$ cat config.mk
export PLATFORM = sky130hd
export DESIGN_NAME = uart_result_tx
export DESIGN_NICKNAME = d
export VERILOG_FILES = /design/src/rtl/uart_result_tx.sv
export SDC_FILE = /design/constraint.sdc
export NUM_CORES = 1
export LEC_CHECK = 0
export ABC_CLOCK_PERIOD_IN_PS = 6350
export BUFFER_PORTS_ARGS = -buffer_cell sky130_fd_sc_hd__buf_2
export CORE_UTILIZATION = 35
export CTS_BUF_LIST = sky130_fd_sc_hd__clkbuf_8
export CTS_CLUSTER_SIZE = 25
export DETAILED_ROUTE_END_ITERATION = 16
export PLACE_DENSITY_LB_ADDON = 0.3
export SLEW_MARGIN = 10
export SYNTH_ARGS = -nofsm -noshare
export SYNTH_HDL_FRONTEND = slang
export SYNTH_SLANG_ARGS = --single-unit
$ cat constraint.sdc
create_clock -name clk -period 6.35 [get_ports clk]
set_clock_uncertainty 0.05 [all_clocks]
set_input_delay 0 -clock clk [delete_from_list [all_inputs] [get_ports clk]]
set_output_delay 0 -clock clk [all_outputs]
set_load 0.02 [all_outputs]
$ cat src/rtl/uart_result_tx.sv
// uart_result_tx: serializes a p_N-bit result word as ceil(p_N/8) 8N1 bytes,
// least-significant byte first, on uart_txd. A one-cycle start request in
// IDLE latches the word; done pulses for one cycle after the final stop bit.
module uart_result_tx #(
    parameter int clk_freq       = 50000000,
    parameter int uart_baud_rate = 57600,
    parameter int p_N            = 16
) (
    input  logic           clk,
    input  logic           rst,
    input  logic           start,
    input  logic [p_N-1:0] data,
    output logic           busy,
    output logic           done,
    output logic           uart_txd
);

    localparam int DIV = clk_freq / uart_baud_rate;
    localparam int NB  = (p_N + 7) / 8;
    localparam int SW  = NB * 8;
    localparam int CW  = (DIV > 1) ? $clog2(DIV) : 1;
    localparam int BW  = (NB > 1) ? $clog2(NB) : 1;

    localparam logic [CW-1:0] BAUD_LAST = CW'(DIV - 1);
    localparam logic [BW-1:0] BYTE_LAST = BW'(NB - 1);

    typedef enum logic [1:0] {
        IDLE      = 2'd0,
        START_BIT = 2'd1,
        DATA      = 2'd2,
        STOP      = 2'd3
    } state_t;

    state_t        state;
    state_t        state_nxt;
    logic [CW-1:0] baud_cnt;
    logic [CW-1:0] baud_cnt_nxt;
    logic [2:0]    bit_idx;
    logic [2:0]    bit_idx_nxt;
    logic [BW-1:0] byte_idx;
    logic [BW-1:0] byte_idx_nxt;
    logic [SW-1:0] shreg;
    logic          load;
    logic          shift;
    logic          bit_end;
    logic          txd_nxt;
    logic          busy_nxt;
    logic          done_nxt;

    // A bit period ends when the baud counter reaches its last count
    assign bit_end = (baud_cnt == BAUD_LAST);

    // State register: FSM, counters and the registered outputs
    always_ff @(posedge clk) begin
        if (rst) begin
            state    <= IDLE;
            baud_cnt <= '0;
            bit_idx  <= '0;
            byte_idx <= '0;
            uart_txd <= 1'b1;
            busy     <= 1'b0;
            done     <= 1'b0;
        end else begin
            state    <= state_nxt;
            baud_cnt <= baud_cnt_nxt;
            bit_idx  <= bit_idx_nxt;
            byte_idx <= byte_idx_nxt;
            uart_txd <= txd_nxt;
            busy     <= busy_nxt;
            done     <= done_nxt;
        end
    end

    // Word shifter: the LSB is always the bit currently on the line, so the
    // whole word drains LSB first across byte boundaries; padding is zero
    always_ff @(posedge clk) begin
        if (load) begin
            shreg <= SW'(data);
        end else if (shift) begin
            shreg <= shreg >> 1;
        end
    end

    // Next-state logic: frame sequencing and baud/bit/byte counters
    always_comb begin
        state_nxt    = state;
        baud_cnt_nxt = baud_cnt;
        bit_idx_nxt  = bit_idx;
        byte_idx_nxt = byte_idx;
        load         = 1'b0;
        shift        = 1'b0;
        case (state)
            IDLE: begin
                baud_cnt_nxt = '0;
                if (start) begin
                    state_nxt    = START_BIT;
                    bit_idx_nxt  = '0;
                    byte_idx_nxt = '0;
                    load         = 1'b1;
                end
            end
            START_BIT: begin
                if (bit_end) begin
                    state_nxt   = DATA;
                    bit_idx_nxt = '0;
                end
            end
            DATA: begin
                if (bit_end) begin
                    shift = 1'b1;
                    if (bit_idx == 3'd7) begin
                        state_nxt = STOP;
                    end else begin
                        bit_idx_nxt = bit_idx + 3'd1;
                    end
                end
            end
            STOP: begin
                if (bit_end) begin
                    if (byte_idx == BYTE_LAST) begin
                        state_nxt = IDLE;
                    end else begin
                        state_nxt    = START_BIT;
                        byte_idx_nxt = byte_idx + 1'b1;
                    end
                end
            end
            default: state_nxt = IDLE;
        endcase
        if (state != IDLE) begin
            baud_cnt_nxt = bit_end ? '0 : baud_cnt + 1'b1;
        end
    end

    // Output logic: values the output registers take on the next edge
    always_comb begin
        txd_nxt  = 1'b1;
        busy_nxt = (state_nxt != IDLE);
        done_nxt = (state == STOP) && bit_end && (byte_idx == BYTE_LAST);
        case (state_nxt)
            START_BIT: txd_nxt = 1'b0;
            // When a shift happens this edge, the next bit is shreg[1]
            DATA:      txd_nxt = shift ? shreg[1] : shreg[0];
            default:   txd_nxt = 1'b1;
        endcase
    end

endmodule

# Word level (Yosys, flattened, before mapping)
# Cells that the tools add are included.
[op_classes] addsub=3 n_eq_ne=12 muxes=27 reduce_logical=11
[op_table] op="16-bit 2-to-1 mux" n=2
[op_table] op="10-bit 2-to-1 mux" n=3
[op_table] op="3-bit 2-to-1 mux" n=4
[op_table] op="10-bit by 1-bit adder with 10-bit output, second input constant" n=1
[op_table] op="10-bit equality test, second input constant" n=1
[op_table] op="2-bit 2-to-1 mux" n=5
[op_table] op="2-bit != test, second input constant" n=5
[op_table] op="2-bit nonzero test" n=5
[op_table] op="1-bit 2-to-1 mux" n=9
[op_table] op="3-bit one-hot mux with 3 select lines" n=1
[op_table] op="2-bit one-hot mux with 4 select lines" n=1
[op_table] op="2-bit equality test, second input constant" n=3
[op_table] op="5-bit AND reduction" n=1
[op_table] op="2-bit by 1-bit equality test with 1-bit output, second input constant" n=2
[op_table] op="1-bit one-hot mux with 2 select lines" n=2
[op_table] op="3-bit by 1-bit adder with 3-bit output, second input constant" n=1
[op_table] op="3-bit equality test, second input constant" n=1
[op_table] op="3-bit AND reduction" n=1
[op_table] op="3-bit nonzero test" n=1
[op_table] op="1-bit logical AND" n=2
[op_table] op="2-bit logical NOT" n=1
[op_table] op="1-bit adder, second input constant" n=1
[word_totals] register_bits=35 in_bits=19 output_inout_bits=3 wordCells=61

# Depth between registers and ports, before layout
[logic_depth] depth_word=6 mapped_depth=6

# Worst setup path before layout
# OpenSTA, ideal clock, no wires.
[synth_timing] kind="reg2reg" from="register baud_cnt[0]" to="register shreg[0] (enable)" arrival_time_ns=1.597 required_ns=5.928 setup_slack_ns=4.332 path_stages_with_launch=6 n_path_buf=0 path_cell_list="dfxtp_1 -> ha_1 -> or3b_4 -> nor3_2 -> nand2_1 -> nand2_1"
[synth_via] elab_chain_len=4
[synth_lines] item="start, declared" line="36" text="logic [CW-1:0] baud_cnt;"
[synth_lines] item="start signal, assigned" line="65" text="baud_cnt <= baud_cnt_nxt;"
[synth_lines] item="10-bit equality test" line="51" text="assign bit_end = (baud_cnt == BAUD_LAST);"
[synth_lines] item="1-bit 2-to-1 mux" line="109" text="if (bit_end) begin"
[synth_lines] item="1-bit 2-to-1 mux" line="92" text="case (state)"
[synth_lines] item="2-bit nonzero test (no source line)"
[synth_lines] item="end signal, assigned" line="78" text="shreg <= SW'(data);"
[synth_lines] item="end signal, assigned" line="80" text="shreg <= shreg >> 1;"
[synth_lines] item="end, declared" line="42" text="logic [SW-1:0] shreg;"
# No other way between the ends.
# A chain may end at the register's enable or synchronous reset.

# Final worst setup path
[layout_timing] from="register baud_cnt[0]" to="register shreg[12] (enable)"
# The elaborated chain is that of the path after synthesis.

==> out/summary.md <==
The run finished with clean final reports. Largest driver fanout on the critical path: 16. Setup violations remaining at the end of the flow were counted as 0. For this run the aggregate overflow at the end of global routing stands at 0. For the pin with the worst max-slew slack, the measured transition is 0.657 ns. The most frequent cell on the critical path was sky130_fd_sc_hd__nand2_1. The number of hold violations in the final report is 0. TritonCTS built the clock tree. In this run the power density over the cells is 250 nW/um^2. The number of cells after detailed placement came out at 231. The number of enable-type register cells in the synthesized netlist was 16; the top-area cell type share of the netlist area was 0.304. From synthesis to final layout, the design area changed by 25.5%. At the end of routability-driven placement, the weighted congestion stood at 0.706.

In this run the post-CTS setup repair buffer count came out at 0. The logs give 441 MHz for the highest clock rate and 256 for the post-route non-filler standard cell count. Setup repair after global routing left no endpoint under its margin. The placed instance area is 1710 sq um. The tool flagged a number of max-cap violations equal to 0.

The simple-gate area share of the yosys netlist was 0.276. After layout, the worst setup slack is 4.08 ns. Count of antenna diodes in the layout: 0. The largest single stage delay on the critical path is 0.51 ns. By instance count, the leading cell after synthesis is sky130_fd_sc_hd__nand2_1. The data required time at the worst endpoint was 6.22 ns. Synthesis handed over a netlist of 164 instances. The effective utilization at floorplan was 0.363.

After routing the design area is 1980 sq um. The post-synthesis mux area share was 0. The later pin in the worst-skew pair is clocked with a latency of 0.29 ns. In this run the standard cell core region covers 4350 sq um.

Clock period minus worst slack: 2.27 ns. The unique cell type count in the Yosys netlist is 38. The sequential cell area in the final layout came out at 861 sq um. After detailed routing, the total wire length is 3020 microns.

Synthesis produced a netlist with a net count of 186. Number of max-slew violations in the final report: 0. In the final design database the tool counted 225 nets.

The share of synthesized registers carrying an async set or reset is 0. Counting every sink on the clock net gives 35. The number of violations reported at the end of detailed-routing iteration 0 came out at 73. The level count of the clock H-tree came out at 2.

The tools report the number of nets with antenna violations after routing as 0. The floorplan step set the die width to 69.2 microns. The tools report the utilization after layout as 0.456.

The number of hold buffers added after CTS was 17. The die covers 4790 sq um. The layout cell share with drive strength beyond 1 came out at 0.172. The multi-input combinational cells in the finished layout cover a total of 668 sq um. For this run, the number of Yosys warnings is 0. The buffer type at the clock tree root is sky130_fd_sc_hd__clkbuf_8.

The overall fraction of global-route tracks in use is 0.134. The number of global-route vias before repair was 1093. After synthesis, the cell types taking the most area are sky130_fd_sc_hd__edfxtp_1, sky130_fd_sc_hd__dfxtp_1, sky130_fd_sc_hd__nand2_1. On the final layout, the worst hold slack is 0.00414 ns. The critical path goes through ha_1, or3b_4, nor3_2, nand2_1, nand2_1.

The relative slew slack was 0.561; the average routed wire per standard cell was 11.8 microns. The average via count per standard cell is 4.73, and the area fraction in compound gates after synthesis is 0.0728. VDD sags by at most 0.0000795 V. The mean area per synthesized cell came out at 9.64 sq um.

The layout filler cell count was 419. For the total number of vias, the log shows 1212. The cell accounting for the most synthesized area is sky130_fd_sc_hd__edfxtp_1.

The type of the worst min-delay path was primary input to register. The commonest cells after synthesis are sky130_fd_sc_hd__nand2_1, sky130_fd_sc_hd__dfxtp_1, sky130_fd_sc_hd__nor2_1. The post-synthesis cell area is 1580 sq um, and the arithmetic-cell share of the synthesized area counting full adders, half adders and majority gates is 0.0237. Part of the cycle the worst path needs: 0.357.

The clock passes through at most 2 buffers. Dominant register cell in the synthesized netlist: sky130_fd_sc_hd__dfxtp_1. The flip-flop and latch count after synthesis was 35.

The worst setup path is captured at a register. Entering global routing, the biggest net connects 19 pins. The logs give 0 for the number of antenna violations at the first check in global routing and 24 for the placement row count.

The die outline height was 69.2 microns. The tools report the DRC violations left as 0. The count of TritonRoute iterations in the first routing pass is 4, and the arrival time at the worst endpoint is 2.13 ns. Summing internal, switching and leakage power gives 0.496 mW. The critical path in this run is classified as register to register. Clock tree synthesis inserted a total of 5 buffers. The clock transition at the registers of the reported paths was 0.07 ns. The slowest stage of the critical path belongs to the cell sky130_fd_sc_hd__nand2_1. For this design the static power due to leakage is 0.798 nW. By area, the combinational part of the netlist is dominated by simple AND/OR/NAND/NOR gates. After legalization and detailed placement, the total HPWL measured 1960 microns.

The tools report the launching element type of the critical path as a register. Adding up every negative setup slack in the final design gives 0 ns. The tools report the count of pins on the block boundary as 22.

Input and output buffers added on the ports amount to 21. Once the clock tree was built, the resizer swapped 0 gates to a different size. The first-pass GRT wire length was 5020 microns; the xor/xnor cell area share of the yosys netlist was 0.0498.

At the placement stage, the worst setup path has a slack of 4.09 ns. The run gives 0.544 as the proportion of synthesized chip area in sequential cells.
==> area by class of cell <==
type | instances | share of cell area
flip-flops and latches | 35 | 0.434
multi-input cells | 121 | 0.337
repair buffers | 38 | 0.139
clock buffers | 5 | 0.0347
well taps | 52 | 0.0328
clock inverters | 3 | 0.0195
inverters | 2 | 0.00378
==> cells in the final DEF (no fill, tap or decap), types with 2 or more instances in the layout <==
cell type,instances
sky130_fd_sc_hd__xor2_1,3
sky130_fd_sc_hd__xnor2_1,6
sky130_fd_sc_hd__o21ai_0,2
sky130_fd_sc_hd__o2111ai_1,2
sky130_fd_sc_hd__nor2b_1,2
sky130_fd_sc_hd__o21ai_1,2
sky130_fd_sc_hd__nor2_1,18
sky130_fd_sc_hd__nand2_1,54
sky130_fd_sc_hd__ha_1,3
sky130_fd_sc_hd__edfxtp_1,16
sky130_fd_sc_hd__or3_1,2
sky130_fd_sc_hd__nand3_1,3
sky130_fd_sc_hd__a21oi_1,2
sky130_fd_sc_hd__clkbuf_8,5
sky130_fd_sc_hd__buf_2,21
sky130_fd_sc_hd__dfxtp_1,19
sky130_fd_sc_hd__and3_1,2
sky130_fd_sc_hd__inv_1,2
sky130_fd_sc_hd__and2_1,2
sky130_fd_sc_hd__dlygate4sd3_1,17
==> final timing paths <==
check | cells past startpoint | to | slack, ns | from
setup / recovery | 5 | shreg[12]$_DFFE_PP_ | 4.08 | baud_cnt[0]$_SDFF_PP0_
hold / removal | 2 | shreg[15]$_SDFFCE_PN0P_ | 0.004 | start
setup reg to reg | 5 | shreg[12]$_DFFE_PP_ | 4.08 | baud_cnt[0]$_SDFF_PP0_
hold reg to reg | 2 | bit_idx[2]$_SDFFE_PP0P_ | 0.42 | bit_idx[2]$_SDFFE_PP0P_
==> where the power goes <==
part / switching, mW / total, mW / internal [mW]
Clock: 0.0784 / 0.193 / 0.115
Sequential: 0.00413 / 0.255 / 0.250
Combinational: 0.0260 / 0.0477 / 0.0217
Total: 0.109 / 0.496 / 0.387
==> kinds of logic after synthesis <==
kind of cell             count (synthesis)
AO/OA/AOI/OAI                           15
buffers and inverters                    8
flip-flops                              35
XOR/XNOR                                 9
AND/OR/NAND/NOR                         94
adder cells (fa/ha/maj)                  3
==> metal layers <==
layer | up-vias | routed length, microns | track usage
met4 | 0 | 63 | 0.0658
li1 | 633 | - | -
met3 | 9 | 117 | 0.0422
met1 | 548 | 1500 | 0.181
met2 | 22 | 1330 | 0.192
met5 | - | 0 | 0
==> flip-flops by register name, summed over array words and instances (netlist names) <==
name,cells
shreg,16
done,1
busy,1
state,2
uart_txd,1
byte_idx,1
bit_idx,3
baud_cnt,10
==> worst max-delay path: cells and delay by family (launching register included) <==
| kind | cells | cell delay (ns) |
|---|---|---|
| adder cells (fa/ha/maj) | 1 | 0.21 |
| AND/OR/NAND/NOR | 4 | 1.27 |
| flip-flops | 1 | 0.38 |
(Power assumes the default switching activity.)
